### config.mk
export PLATFORM = sky130hd
export DESIGN_NAME = text_write_ctrl
export DESIGN_NICKNAME = d
export VERILOG_FILES = /design/src/rtl/text_write_ctrl.sv
export SDC_FILE = /design/constraint.sdc
export NUM_CORES = 1
export LEC_CHECK = 0
export CAP_MARGIN = 40
export CORE_UTILIZATION = 52
export CTS_CLUSTER_DIAMETER = 150
export DETAILED_ROUTE_END_ITERATION = 10
export PLACE_DENSITY = 0.9
export SLEW_MARGIN = 15
export SYNTH_ARGS = -nofsm -noshare
export SYNTH_HDL_FRONTEND = slang
export SYNTH_SLANG_ARGS = --single-unit
### constraint.sdc
create_clock -name clk -period 3.7 [get_ports clk]
set_clock_uncertainty 0.15 [all_clocks]
set_input_delay 0.74 -clock clk [delete_from_list [all_inputs] [get_ports clk]]
set_output_delay 0.74 -clock clk [all_outputs]
set_load 0.005 [all_outputs]
### src/rtl/text_write_ctrl.sv
// Turns received UART bytes into text-RAM writes and tracks the cursor; blanks the screen after reset or form feed.
// Latency 1 cycle from rx_valid to ram_we; bytes arriving during a clear sweep are dropped and flagged on overrun.
module text_write_ctrl #(
    parameter int COLS  = 32,
    parameter int ROWS  = 4,
    parameter int COL_W = 5,
    parameter int ROW_W = 2
) (
    input  logic             clk,
    input  logic             reset,
    input  logic [7:0]       rx_data,
    input  logic             rx_valid,
    output logic             ram_we,
    output logic [ROW_W-1:0] ram_row,
    output logic [COL_W-1:0] ram_col,
    output logic [7:0]       ram_wdata,
    output logic [ROW_W-1:0] cursor_row,
    output logic [COL_W-1:0] cursor_col,
    output logic             busy,
    output logic             overrun
);

    localparam logic [COL_W-1:0] COL_LAST = COL_W'(COLS - 1);
    localparam logic [ROW_W-1:0] ROW_LAST = ROW_W'(ROWS - 1);
    localparam logic [7:0]       BLANK    = 8'h20;

    typedef enum logic {CLEAR, IDLE} state_t;

    state_t           state, state_n;
    logic [ROW_W-1:0] clr_row, clr_row_n;
    logic [COL_W-1:0] clr_col, clr_col_n;
    logic [ROW_W-1:0] cur_row_n;
    logic [COL_W-1:0] cur_col_n;
    logic             ram_we_n, busy_n, overrun_n;
    logic [ROW_W-1:0] ram_row_n;
    logic [COL_W-1:0] ram_col_n;
    logic [7:0]       ram_wdata_n;

    always_ff @(posedge clk or posedge reset) begin
        if (reset) begin
            state      <= CLEAR;
            clr_row    <= '0;
            clr_col    <= '0;
            cursor_row <= '0;
            cursor_col <= '0;
            ram_we     <= 1'b0;
            ram_row    <= '0;
            ram_col    <= '0;
            ram_wdata  <= BLANK;
            busy       <= 1'b1;
            overrun    <= 1'b0;
        end else begin
            state      <= state_n;
            clr_row    <= clr_row_n;
            clr_col    <= clr_col_n;
            cursor_row <= cur_row_n;
            cursor_col <= cur_col_n;
            ram_we     <= ram_we_n;
            ram_row    <= ram_row_n;
            ram_col    <= ram_col_n;
            ram_wdata  <= ram_wdata_n;
            busy       <= busy_n;
            overrun    <= overrun_n;
        end
    end

    always_comb begin
        state_n     = state;
        clr_row_n   = clr_row;
        clr_col_n   = clr_col;
        cur_row_n   = cursor_row;
        cur_col_n   = cursor_col;
        ram_we_n    = 1'b0;
        ram_row_n   = ram_row;
        ram_col_n   = ram_col;
        ram_wdata_n = ram_wdata;
        busy_n      = busy;
        overrun_n   = overrun;

        case (state)
            CLEAR: begin
                ram_we_n    = 1'b1;
                ram_row_n   = clr_row;
                ram_col_n   = clr_col;
                ram_wdata_n = BLANK;
                if (rx_valid)
                    overrun_n = 1'b1;
                if (clr_col == COL_LAST) begin
                    clr_col_n = '0;
                    if (clr_row == ROW_LAST) begin
                        clr_row_n = '0;
                        state_n   = IDLE;
                        busy_n    = 1'b0;
                        cur_row_n = '0;
                        cur_col_n = '0;
                    end else begin
                        clr_row_n = clr_row + ROW_W'(1);
                    end
                end else begin
                    clr_col_n = clr_col + COL_W'(1);
                end
            end

            IDLE: begin
                if (rx_valid) begin
                    if (rx_data >= 8'h20 && rx_data <= 8'h7E) begin
                        ram_we_n    = 1'b1;
                        ram_row_n   = cursor_row;
                        ram_col_n   = cursor_col;
                        ram_wdata_n = rx_data;
                        if (cursor_col == COL_LAST) begin
                            cur_col_n = '0;
                            cur_row_n = (cursor_row == ROW_LAST) ? '0 : cursor_row + ROW_W'(1);
                        end else begin
                            cur_col_n = cursor_col + COL_W'(1);
                        end
                    end else if (rx_data == 8'h0D) begin
                        cur_col_n = '0;
                        cur_row_n = (cursor_row == ROW_LAST) ? '0 : cursor_row + ROW_W'(1);
                    end else if (rx_data == 8'h08) begin
                        if (cursor_col != '0) begin
                            cur_col_n   = cursor_col - COL_W'(1);
                            ram_we_n    = 1'b1;
                            ram_row_n   = cursor_row;
                            ram_col_n   = cursor_col - COL_W'(1);
                            ram_wdata_n = BLANK;
                        end else if (cursor_row != '0) begin
                            cur_row_n   = cursor_row - ROW_W'(1);
                            cur_col_n   = COL_LAST;
                            ram_we_n    = 1'b1;
                            ram_row_n   = cursor_row - ROW_W'(1);
                            ram_col_n   = COL_LAST;
                            ram_wdata_n = BLANK;
                        end
                    end else if (rx_data == 8'h0C) begin
                        // First blank goes out with the form-feed response; the sweep resumes at the second cell.
                        state_n     = CLEAR;
                        busy_n      = 1'b1;
                        ram_we_n    = 1'b1;
                        ram_row_n   = '0;
                        ram_col_n   = '0;
                        ram_wdata_n = BLANK;
                        if (COLS > 1) begin
                            clr_row_n = '0;
                            clr_col_n = COL_W'(1);
                        end else begin
                            clr_row_n = ROW_W'(1);
                            clr_col_n = '0;
                        end
                    end
                end
            end

            default: state_n = CLEAR;
        endcase
    end

endmodule
==> results of run 1 <==
cells in the mapped netlist (all sizes together), types with 2 or more instances:
cell type	number
mux2i	2
and3	3
a21o	3
a221o	4
clkbuf	7
nor2	11
nand2	14
dfstp	2
a21oi	14
o22ai	2
nand2b	2
xor2	2
inv	11
dfrtp	31
nor4	2
buf	4
o21ai	6
a22o	3
o32ai	2
a31o	3
mux2	6
ha	8
nor3	5
a311oi	2
xnor2	2
nor4b	3
nand3	12
nand4	8
state kept, by name, indices dropped and copies added, names as in the netlist, 2 cells and up:
name and flops:
ram_col 5, clr_row 2, ram_row 2, ram_wdata 8, cursor_row 2, cursor_col 5
clr_col 5
layer usage:
metal	vias up	GRT usage	part of all wire
met1	860	0.360	0.47
met4	0	0.0710	0.011
met2	69	0.408	0.47
li1	841	-	-
met3	11	0.0464	0.052
met5	-	0	0
kinds of logic (layout without fill, tap and decap cells):
logic type / Yosys count / in the layout / synth area share
adders and majority gates: 8 / 8 / 0.0502
buffers and inverters: 23 / 63 / 0.0514
AOI/OAI and AO/OA: 56 / 56 / 0.218
muxes: 8 / 8 / 0.0552
xor gates and xnor gates: 4 / 4 / 0.0176
DFF: 33 / 33 / 0.415
and+or+nand+nor: 68 / 68 / 0.193
power by group through the flow:
stage | Clock [W] | Combinational [W] | Sequential, W
5_1_grt | 0.000286 | 0.000561 | 0.000598
4_1_cts | 0.000267 | 0.000505 | 0.000577
2_1_floorplan | 0 | 0.000320 | 0.000546
6_report | 0.000264 | 0.000507 | 0.000581
3_5_place_dp | 0 | 0.000501 | 0.000583
3_3_place_gp | 0 | 0.000486 | 0.000580
path summary, 6_finish.rpt:
check,depth (start not counted),slack (ns),endpoint
min in group asynchronous,3,0.69,ram_col[1]$_DFFE_PP0P_
setup / recovery,7,0.76,ram_col[4]$_DFFE_PP0P_
hold reg to reg,1,0.31,overrun$_DFFE_PP0P_
setup reg to reg,7,0.76,ram_col[4]$_DFFE_PP0P_
hold / removal,1,0.31,overrun$_DFFE_PP0P_
max in group asynchronous,3,2.38,ram_wdata[5]$_DFFE_PP1P_
metrics by stage:
step                      cells  hold slack (ns)  setup WS [ns]  total power [W]
after floorplan             200            0.301          0.984         0.000866
after global placement      280            0.292          0.613          0.00107
final                       288            0.309          0.761          0.00135
after detailed placement    280            0.299          0.517          0.00108
after global routing        288            0.344          0.649          0.00145
after CTS                   288            0.316          0.767          0.00135
layout make-up:
| class | count | area, um2 |
|---|---|---|
| repair buffers | 43 | 410 |
| flip-flops and latches | 33 | 828 |
| well taps | 48 | 60.1 |
| inverters | 12 | 45.0 |
| multi-input cells | 144 | 1060 |
| clock buffers | 5 | 68.8 |
| clock inverters | 3 | 17.5 |
| fillers | 295 | 1170 |
worst max-delay path, cell delays in order (launching register included):
cell,delay [ns]
dfrtp_1,0.50
inv_1,0.10
ha_1,0.26
or4b_4,0.55
o211a_4,0.28
o31ai_4,0.46
nand2_4,0.19
mux2_4,0.33
==> out/qor.yml, run 1 <==
run_status:
  status: "completed"
setup_path:
  crit_type: "reg -> reg"
  endpoint_kind: "flip-flop"
  setup.worst_path.start_class: "flip-flop"
  r2r-start: "cursor_col[0]$_DFFE_PP0P_"
  cp_max_fo: 9
  worstPathArrival_ns: 2.95
  cp-startpoint: "cursor_col[0]$_DFFE_PP0P_"
  timing.critical_path.required_ns: 3.72
placement:
  dp_hpwl_um: 3400
  port_buffers: 35
  place_congestion: 0.923
  dpl-instance-area_mm2: 0.00241
synthesis:
  ys_seq_elements: 33
  synth.distinct_cells: 59
  netlist_instances: 200
  synth.area.top_cells: "dfrtp_1 (39%), ha_1 (5.0%), mux2_4 (4.5%), a21oi_1 (3.5%), nand3_1 (3.0%)"
  synth_nets: 219
  ys_seq_area_frac: 0.415
  synthArstFlopShare: 1.00
  syn_area_mm2: 0.00200
  synth-edff-count: 0
  synthFlopType: "dfrtp_1"
  synth_area_per_cell_um2: 9.98
  yosys.area.top_type_share: 0.389
  yosys_warnings: 0
  yosysTopAreaCell: "dfrtp_1"
timing:
  worst_slew_pin_slew_ns: 0.815
  max_freq_mhz: 340
  min_period_ns: 2.94
  rsz0062_at_grt: "no"
  setup_tns_ns: 0
  setup_violations: 0
  drv_slew: 0
  hold_viol_final: 0
  relSlewSlack: 0.449
  fin_crit_sh: 0.794
clock_tree:
  cts_tree: "yes"
  cts_setup_buffers: 0
  clk_latency_ns: 0.29
  cts_resized: 0
  clockRootBuffer: "clkbuf_8"
  numCtsBuffers: 5
  clk_pin_slew_ns: 0.07
  htree_levels: 2
  cts.hold.buffers_added: 0
  clockBufferDepth: 2
  cts_num_sinks: 33
power_and_ir_drop:
  p_sw_frac: 0.354
  p_sw_w: 0.000479
  worst_ir_drop_vdd_v: 0.000376
  p_leak_nw: 1.10
  p_clk_frac: 0.195
  p_int_w: 0.000873
  combinationalPowerShare: 0.375
  p_per_area_mw_per_mm2: 542
  seq_power_share: 0.430
cells_and_area:
  diodes: 0
  areaGrowthSynthToFinish_pct: 25.0
  final_layout_size_suffix_gt1_frac: 0.150
  stdcell_area_mm2: 0.00249
  final_util: 0.681
  mostFrequentLayoutCell: "clkdlybuf4s50_1"
  final_nets: 258
  final_cell_mix: "clkdlybuf4s50_1 (35), dfrtp_1 (31), a21oi_1 (14), nand2_1 (13), nand3_1 (12)"
floorplanning:
  die_h_um: 64.0
  core_mm2: 0.00366
  die_w_um: 64.0
  die_area_mm2: 0.00409
  num_rows: 22
  ioPinCount: 36
  start_util: 0.545
drt:
  drcViolationCount: 0
  viasPerCell: 6.18
  first_iter_violations: 188
  drtAntennaViolNets: 0
  wire_per_inst_um: 16.2
  wirelength_um: 4670
  vias: 1781
  dr.pass1.iters: 4
grt:
  grt_max_degree: 34
  antenna_found_initial: 0
  grt_pass1_wl_um: 8170
  grt_pass1_vias: 1682
  grt-ovfl-total: 0
  grt_usage: 0.257
worst_hold_path:
  min_from: "overrun$_DFFE_PP0P_"
  hp-class: "reg -> reg"
job:
  maxCapViolCount: 0
(Power assumes the default switching activity.)
==> run 2: changes to the inputs <==
--- a/config.mk
+++ b/config.mk
@@ -6,10 +6,10 @@
 export NUM_CORES = 1
 export LEC_CHECK = 0
 export CAP_MARGIN = 40
-export CORE_UTILIZATION = 52
+export CORE_UTILIZATION = 47
 export CTS_CLUSTER_DIAMETER = 150
 export DETAILED_ROUTE_END_ITERATION = 10
-export PLACE_DENSITY = 0.9
+export PLACE_DENSITY = 0.87
 export SLEW_MARGIN = 15
 export SYNTH_ARGS = -nofsm -noshare
 export SYNTH_HDL_FRONTEND = slang
==> constraint.sdc (replaced) <==
create_clock -name clk -period 2.48 [get_ports clk]
set_clock_uncertainty 0.15 [all_clocks]
set_input_delay 0.496 -clock clk [delete_from_list [all_inputs] [get_ports clk]]
set_output_delay 0.496 -clock clk [all_outputs]
set_load 0.005 [all_outputs]
==> run 2 against run 1 <==
Utilization grew 1.5 points. Cell count grew 13%. Worst setup slack got worse by 0.70 ns. Clock power up 100%. Critical path depth grew 1. Non-clock buffer count increased by 35.
==> out/qor.yml, run 2 (synthesis results as in run 1) <==
run_status:
  status: "completed"
clock_tree:
  clk_latency_ns: 0.29  # about the same
  cts_tree: "yes"
  cts_num_sinks: 33  # unchanged
  clk_pin_slew_ns: 0.07  # about the same
  clockRootBuffer: "clkbuf_8"
  htree_levels: 2  # unchanged
  clockBufferDepth: 2  # unchanged
  numCtsBuffers: 5  # unchanged
cells_and_area:
  diodes: 0  # unchanged
  areaGrowthSynthToFinish_pct: 40.6
  largest_register_ffs: 8  # unchanged
  final_nets: 293  # +14%
  final_layout_size_suffix_gt1_frac: 0.273  # +0.123
  final_util: 0.696  # +0.0148
  largest-register: "ram_wdata"
  final_cell_mix: "buf_4 (43), clkdlybuf4s50_1 (35), dfrtp_1 (30), a21oi_1 (14), nand2_1 (13)"
  mostFrequentLayoutCell: "buf_4"
  fin_cells: 325  # +13%
  stdcell_area_mm2: 0.00281  # +12%
setup_path:
  endpoint_kind: "flip-flop"
  r2r_end: "ram_col[1]$_DFFE_PP0P_"
  critPathSlowestCell: "or4b_4"
  cp_max_fo: 9  # unchanged
  setup.worst_path.start_class: "flip-flop"
  ff2ff_setup_slack_ns: 0.06  # -0.70 ns
  r2r-start: "cursor_col[1]$_DFFE_PP0P_"
  worstPathArrival_ns: 2.44  # -0.51 ns
  crit_family: "simple AND/OR/NAND/NOR gates"
  path_buf_inv: 2  # +1
  crit_type: "reg -> reg"
  worst-r2r-cell-count: 8  # +1
  path_cells: "inv_2 > ha_4 > or4b_4 > o211a_4 > o31ai_4 > buf_4 > nand2_4 > mux2_4"
  cp_num_cells: 8  # +1
  timing.critical_path.required_ns: 2.50  # -1.22 ns
  slowest_delay_ns: 0.48  # -0.07 ns
grt:
  grt-ovfl-total: 0  # unchanged
  grt_pass1_wl_um: 9200  # +13%
  grt_max_degree: 34  # unchanged
  grt_pass1_vias: 1871  # +11%
  antenna_found_initial: 0  # unchanged
  grt_usage: 0.277  # +0.0197
placement:
  port_buffers: 35  # unchanged
  place_congestion: 0.920  # -0.38%
  dp_hpwl_um: 4090  # +20%
  dp.cells: 316  # +13%
  dp_slack_ns: -0.252  # -0.769 ns
  dpl-instance-area_mm2: 0.00268  # +11%
floorplanning:
  num_rows: 23  # +4.5%
  die_w_um: 67.2  # +5.0%
  start_util: 0.495  # -0.0498
  ioPinCount: 36  # unchanged
  core_mm2: 0.00403  # +10%
  die_h_um: 67.2  # +5.0%
  die_area_mm2: 0.00451  # +10%
drt:
  vias: 1957  # +9.9%
  wirelength_um: 5640  # +21%
  viasPerCell: 6.02  # -2.6%
  dr.pass1.iters: 4  # unchanged
  first_iter_violations: 141  # -25%
  wire_per_inst_um: 17.3  # +7.0%
  drtAntennaViolNets: 0  # unchanged
  drcViolationCount: 0  # unchanged
job:
  maxCapViolCount: 0  # unchanged
power_and_ir_drop:
  p_sw_w: 0.000777  # +62%
  combinationalPowerShare: 0.423  # +0.048
  p_per_area_mw_per_mm2: 825  # +52%
  p_sw_frac: 0.336  # -0.0183
  p_leak_nw: 1.29  # +17%
  seq_power_share: 0.347  # -0.083
  p_int_w: 0.00154  # +76%
  p_clk_frac: 0.230  # +0.035
  worst_ir_drop_vdd_v: 0.000443  # +18%
timing:
  hold_viol_final: 0  # unchanged
  setup_tns_ns: 0  # unchanged
  min_period_ns: 2.42  # -0.520 ns
  drv_slew: 0  # unchanged
  max_freq_mhz: 413  # +21%
  fin_ws_ns: 0.0606  # -0.700 ns
  relSlewSlack: 0.714  # +0.266
  worst_slew_pin_slew_ns: 0.428  # -0.387 ns
  fin_crit_sh: 0.976  # +0.181
  setup_violations: 0  # unchanged
worst_hold_path:
  min_to: "overrun$_DFFE_PP0P_"
  hp-class: "reg -> reg"
  hold_path_depth: 1  # unchanged
  min_from: "overrun$_DFFE_PP0P_"
[run 2: repair_timing]
item / 4_1_cts / 5_1_grt
hold buffers: 0 / 0
resized for setup: 0 / 3
setup endpoints to repair: 0 / 3
setup buffers: 0 / 1
[run 2: layer usage]
layer / up-vias / routed length [um] / track usage
met3: 16 / 422 / 0.0642
li1: 910 / - / -
met1: 949 / 2420 / 0.358
met5: - / 0 / 0
met4: 0 / 147 / 0.130
met2: 82 / 2640 / 0.436
[run 2: power groups by stage]
stage	logic, W	registers, W	clock network [W]
finish	0.000979	0.000803	0.000531
detailed placement	0.000963	0.000809	0
global route	0.00107	0.000819	0.000566
CTS	0.000969	0.000803	0.000532
floorplan	0.000495	0.000818	0
global placement	0.000931	0.000802	0
[run 2: worst reg2reg max path, cell delays in order, from the launching register on]
cell and delay (ns):
dfrtp_1 0.39, inv_2 0.10, ha_4 0.14, or4b_4 0.48, o211a_4 0.26, o31ai_4 0.21, buf_4 0.16, nand2_4 0.10
mux2_4 0.32
[run 2: final cells by class]
type	count	area [um2]
fillers	318	1220
multi-input cells	144	1080
flip-flops and latches	33	830
repair buffers	78	673
clock buffers	7	86.3
well taps	50	62.6
inverters	12	45.0
clock inverters	1	30.0
[run 2: metrics by stage]
step	hold slack [ns]	total power (W)
6_report	0.312	0.00231
2_1_floorplan	0.301	0.00131
3_3_place_gp	0.297	0.00173
5_1_grt	0.338	0.00246
3_5_place_dp	0.297	0.00177
4_1_cts	0.318	0.00230
[run 2: worst max path at each step]
| stage | startpoint | endpoint |
|---|---|---|
| floorplan | cursor_col[1]$_DFFE_PP0P_ | ram_col[0]$_DFFE_PP0P_ |
| global placement | rx_data[5] | ram_wdata[5]$_DFFE_PP1P_ |
| detailed placement | rx_data[5] | cursor_col[0]$_DFFE_PP0P_ |
| CTS | rx_data[5] | cursor_col[0]$_DFFE_PP0P_ |
| global route | rx_data[5] | ram_wdata[5]$_DFFE_PP1P_ |
| finish | cursor_col[1]$_DFFE_PP0P_ | ram_col[1]$_DFFE_PP0P_ |
==> run 3: changes to the inputs <==
--- a/config.mk
+++ b/config.mk
@@ -7,7 +7,6 @@
 export LEC_CHECK = 0
 export CAP_MARGIN = 40
 export CORE_UTILIZATION = 47
-export CTS_CLUSTER_DIAMETER = 150
 export DETAILED_ROUTE_END_ITERATION = 10
 export PLACE_DENSITY = 0.87
 export SLEW_MARGIN = 15
==> results of run 3 <==
Same layout as run 2: the final DEF is identical, and so are final timing and power.
==> patch 1, RTL diff (flow settings as in run 1) <==
Set the parameter `ROW_W` to 3 (it was 2).
--- a/src/rtl/text_write_ctrl.sv
+++ b/src/rtl/text_write_ctrl.sv
@@ -6,3 +6,3 @@
     parameter int COL_W = 5,
-    parameter int ROW_W = 2
+    parameter int ROW_W = 3
 ) (
Ports: changed (resized cursor_row and ram_row); port bits go from 36 to 38. No check against the original RTL was run, so the function may have changed too.
==> patch 1 against run 1 <==
Combinational power increased by 19%; worst setup slack worse by 0.11 ns; cell count increased by 17%; worst hold slack better by 0.014 ns; wire length increased by 18%; power is 10% higher; sequential cell count up 3; critical path depth shrank 1; final area up 10%; synthesized area grew 11%; die area up 11%; maximum frequency fell by 3.7%; global-route usage rose by 0.51 points; critical path type is now input port to register; highest routed layer unchanged.
==> patch 1: results (changes against run 1) <==
CTS buffer count=5 (unchanged); Iteration-0 DRC Markers=174 (-7.4%); outcome=finished, final reports clean; worst reg2reg path depth=8 (+1); combinational share of power=40.4% (+2.9 points); CTS Buffer Depth=2 (unchanged); Tot GR Track Use=26.3% (+0.51 points); R2R Setup Slk=0.95 ns (+0.19 ns); layout cells sized above 1=10.8% (-4.2 points); Leak=0.00117 uW (+6.1%); final wirelength=5520 microns (+18%); slowest cell delay on critical path=0.65 ns (+0.10 ns); Cell Int Power=947 uW (+8.5%); DP Area=2660 sq um (+11%); Hold Path Cell Cnt=1 (unchanged); DR vias=2083 (+17%); Seq. pwr=603 uW (+3.8%); Largest Register=ram_wdata; Peak VDD IR=0.000337 V (-10%); clk root buf=clkbuf_8; warnings from Yosys=0 (unchanged); Seq pwr share=40.4% (-2.6 points); first-pass GRT wire length=8860 microns (+8.4%); n_diodes=0 (unchanged); Synth cell types=56 (-5.1%); WHS=0.323 ns (+0.0141 ns); GPL Wtd Cong=0.986 (+6.9%); Slew HR=62.0% (+17 points); maximum clock rate=328 MHz (-3.7%); Layout Nets=306 (+19%); largest cells by area after synthesis=dfrtp_1, ha_1, o21ai_0, inv_1, nor2_1; commonest cells in the netlist=dfrtp_1, inv_1, nor2_1, o21ai_0, nand2_1; vias in the first global route=1901 (+13%); Inst Count DP=329 (+18%); min-delay src=overrun$_DFFE_PP0P_; register area share after synthesis=40.7% (-0.81 points); Non-Filler Instances=337 (+17%); IO buf count=37 (+5.7%); dpl hpwl=3920 microns (+15%); Synth Net Count=269 (+23%); largest net degree at the start of global routing=37 (+8.8%); Synth Instances=249 (+25%); Worst EP arrival=3.09 ns (+0.14 ns); DP Worst Slack=0.388 ns (-0.130 ns); slowest cell on the critical path=or4_1; Worst Path Max Fanout=6 (-3); Worst R2R End=ram_wdata[4]$_DFFE_PP0P_; RR Startpoint=cursor_col[1]$_DFFE_PP0P_; Final min period=3.05 ns (+0.114 ns); Hold WC Path Type=register to register
[patch 1: cells by family (layout without fill, tap and decap cells)]
logic type                 after synthesis  in the layout  synth area share (%)
AOI/OAI and AO/OA                       72             72                  22.4
xor gates and xnor gates                 7              7                  2.76
adders and majority gates                9              9                  5.07
buffers and inverters                   37             75                  6.31
DFF                                     36             36                  40.7
muxes                                    6              6                  2.99
and+or+nand+nor                         82             82                  19.7
[patch 1: cell type report]
cell class	count	area (sq um)
fill	325	1310
multi-input combinational	176	1180
sequential	36	903
timing repair buffer	45	430
inverter	22	82.6
clock buffer	5	68.8
tap	50	62.6
clock inverter	3	18.8
[patch 1: worst max-delay path by stage]
stage | startpoint | to | slack [ns]
global route | rx_data[1] | cursor_row[1]$_DFFE_PP0P_ | 0.56
CTS | rx_data[1] | cursor_col[1]$_DFFE_PP0P_ | 0.66
floorplan | rx_data[1] | cursor_col[1]$_DFFE_PP0P_ | 1.01
detailed placement | rx_data[1] | cursor_col[1]$_DFFE_PP0P_ | 0.39
finish | rx_data[1] | cursor_col[1]$_DFFE_PP0P_ | 0.65
global placement | rx_data[1] | cursor_col[1]$_DFFE_PP0P_ | 0.42
[patch 1: critical path, delay by kind of cell]
family                 cells  cell delay, ns
multiplexers               1            0.32
AND/OR/NAND/NOR            2            1.24
AO/OA/AOI/OAI              2            0.32
buffers and inverters      1            0.47
[patch 1: per-layer routing]
layer | part of all wire, % | vias up | track usage, %
met5 | 0 | - | 0
met4 | 2.5 | 0 | 13.0
met3 | 7.8 | 17 | 6.08
met2 | 46 | 100 | 39.8
met1 | 44 | 988 | 35.0
li1 | - | 978 | -
==> patch 2, RTL diff (settings of run 1) <==
Made on the original files. Register the output `ram_we` once more, without a reset; this adds one clock of latency there. The other outputs are not delayed to match. Comments in the files are not updated.
--- a/src/rtl/text_write_ctrl.sv
+++ b/src/rtl/text_write_ctrl.sv
@@ -28,2 +28,4 @@
 
+    logic ram_we_s0;
+
     state_t           state, state_n;
@@ -45,3 +47,3 @@
             cursor_col <= '0;
-            ram_we     <= 1'b0;
+            ram_we_s0  <= 1'b0;
             ram_row    <= '0;
@@ -57,3 +59,3 @@
             cursor_col <= cur_col_n;
-            ram_we     <= ram_we_n;
+            ram_we_s0  <= ram_we_n;
             ram_row    <= ram_row_n;
@@ -157,2 +159,6 @@
 
+    always_ff @(posedge clk) begin
+        ram_we <= ram_we_s0;
+    end
+
 endmodule
Formal check against the unedited RTL: not equivalent (Yosys sat finds a counterexample within 4 cycles, from zero or initial values and one cycle with reset high).
==> patch 2 against run 1 <==
Worst setup slack better by 0.092 ns; sequential cell count is 1 higher; sequential share of layout area is 0.65 points higher; synthesized area is 2.1% higher; first-iteration DRC count is 1.1% higher; power is 17% higher; wire length is 8.5% higher; final area is 0.45% higher; highest routed layer unchanged.
==> patch 2: results (changes against run 1) <==
outcome=finished, final reports clean; largest cells by area after synthesis=dfrtp_1, nand2_1, ha_1, nor2_1, o21ai_0; commonest cells in the netlist=dfrtp_1, nand2_1, nor2_1; Inst Count DP=294 (+5.0%); slowest cell on the critical path=or4_4; Hold Path Cell Cnt=0 (-1); async set-reset flop share out of synthesis=97.1% (-2.9 points); power per standard cell area=630 nW/um^2 (+16%); number of non-clock buffers=38 (-12%); Layout Nets=272 (+5.4%); DR vias=1891 (+6.2%); Worst Tran Pin Value=0.635 ns (-0.180 ns); register area share after synthesis=41.6% (+0.12 points); Worst Path Max Fanout=8 (-1); Net Sw Frac=35.8% (+0.35 points); Leak=0.00105 uW (-4.9%); WHS=0.207 ns (-0.102 ns); Synth Instances=220 (+10%); GPL Wtd Cong=0.898 (-2.7%); R2R Setup Slk=1.06 ns (+0.30 ns); Worst EP arrival=2.85 ns (-0.10 ns); DIE WIDTH=64.6 microns (+1.0%); Peak VDD IR=0.000255 V (-32%); final wirelength=5060 microns (+8.5%); invs w/o clock=10 (-2); layout cells sized above 1=10.2% (-4.8 points); Power Total=1580 uW (+17%); num sequential=34 (+3.0%); P_clk=356 uW (+35%); Worst R2R End=ram_col[0]$_DFFE_PP0P_; vias in the first global route=1789 (+6.4%); min-delay src=ram_we_s0$_DFF_PP0_; Synth Net Count=239 (+9.1%); Endpoint, Worst Hold=ram_we$_DFF_P_; dpl hpwl=3630 microns (+6.6%); DP Area=2390 sq um (-0.78%)
==> patch 2: how the worst max path moves through the flow <==
stage	slack, ns	endpoint	cells past startpoint
global route	0.73	cursor_col[1]$_DFFE_PP0P_	6
detailed placement	0.60	cursor_col[1]$_DFFE_PP0P_	6
finish	0.85	cursor_col[1]$_DFFE_PP0P_	6
CTS	0.89	cursor_col[1]$_DFFE_PP0P_	6
floorplan	1.33	cursor_row[1]$_DFFE_PP0P_	5
global placement	0.67	cursor_row[1]$_DFFE_PP0P_	6
==> patch 2: per-layer routing <==
layer	vias to the layer above	global-route usage (%)	share of wire (%)
met2	95	42.2	47
met3	8	8.27	8.4
met4	0	14.7	1.5
met5	-	0	0
li1	880	-	-
met1	908	33.1	43
==> patch 2: cell families after synthesis <==
kind of cell	after synthesis	share of synthesized area (%)
flops	34	41.6
buf+inv	22	5.95
mux	3	1.53
fa+ha+maj	8	4.91
xor+xnor	3	1.29
compound gates	60	20.9
simple gates	90	23.8
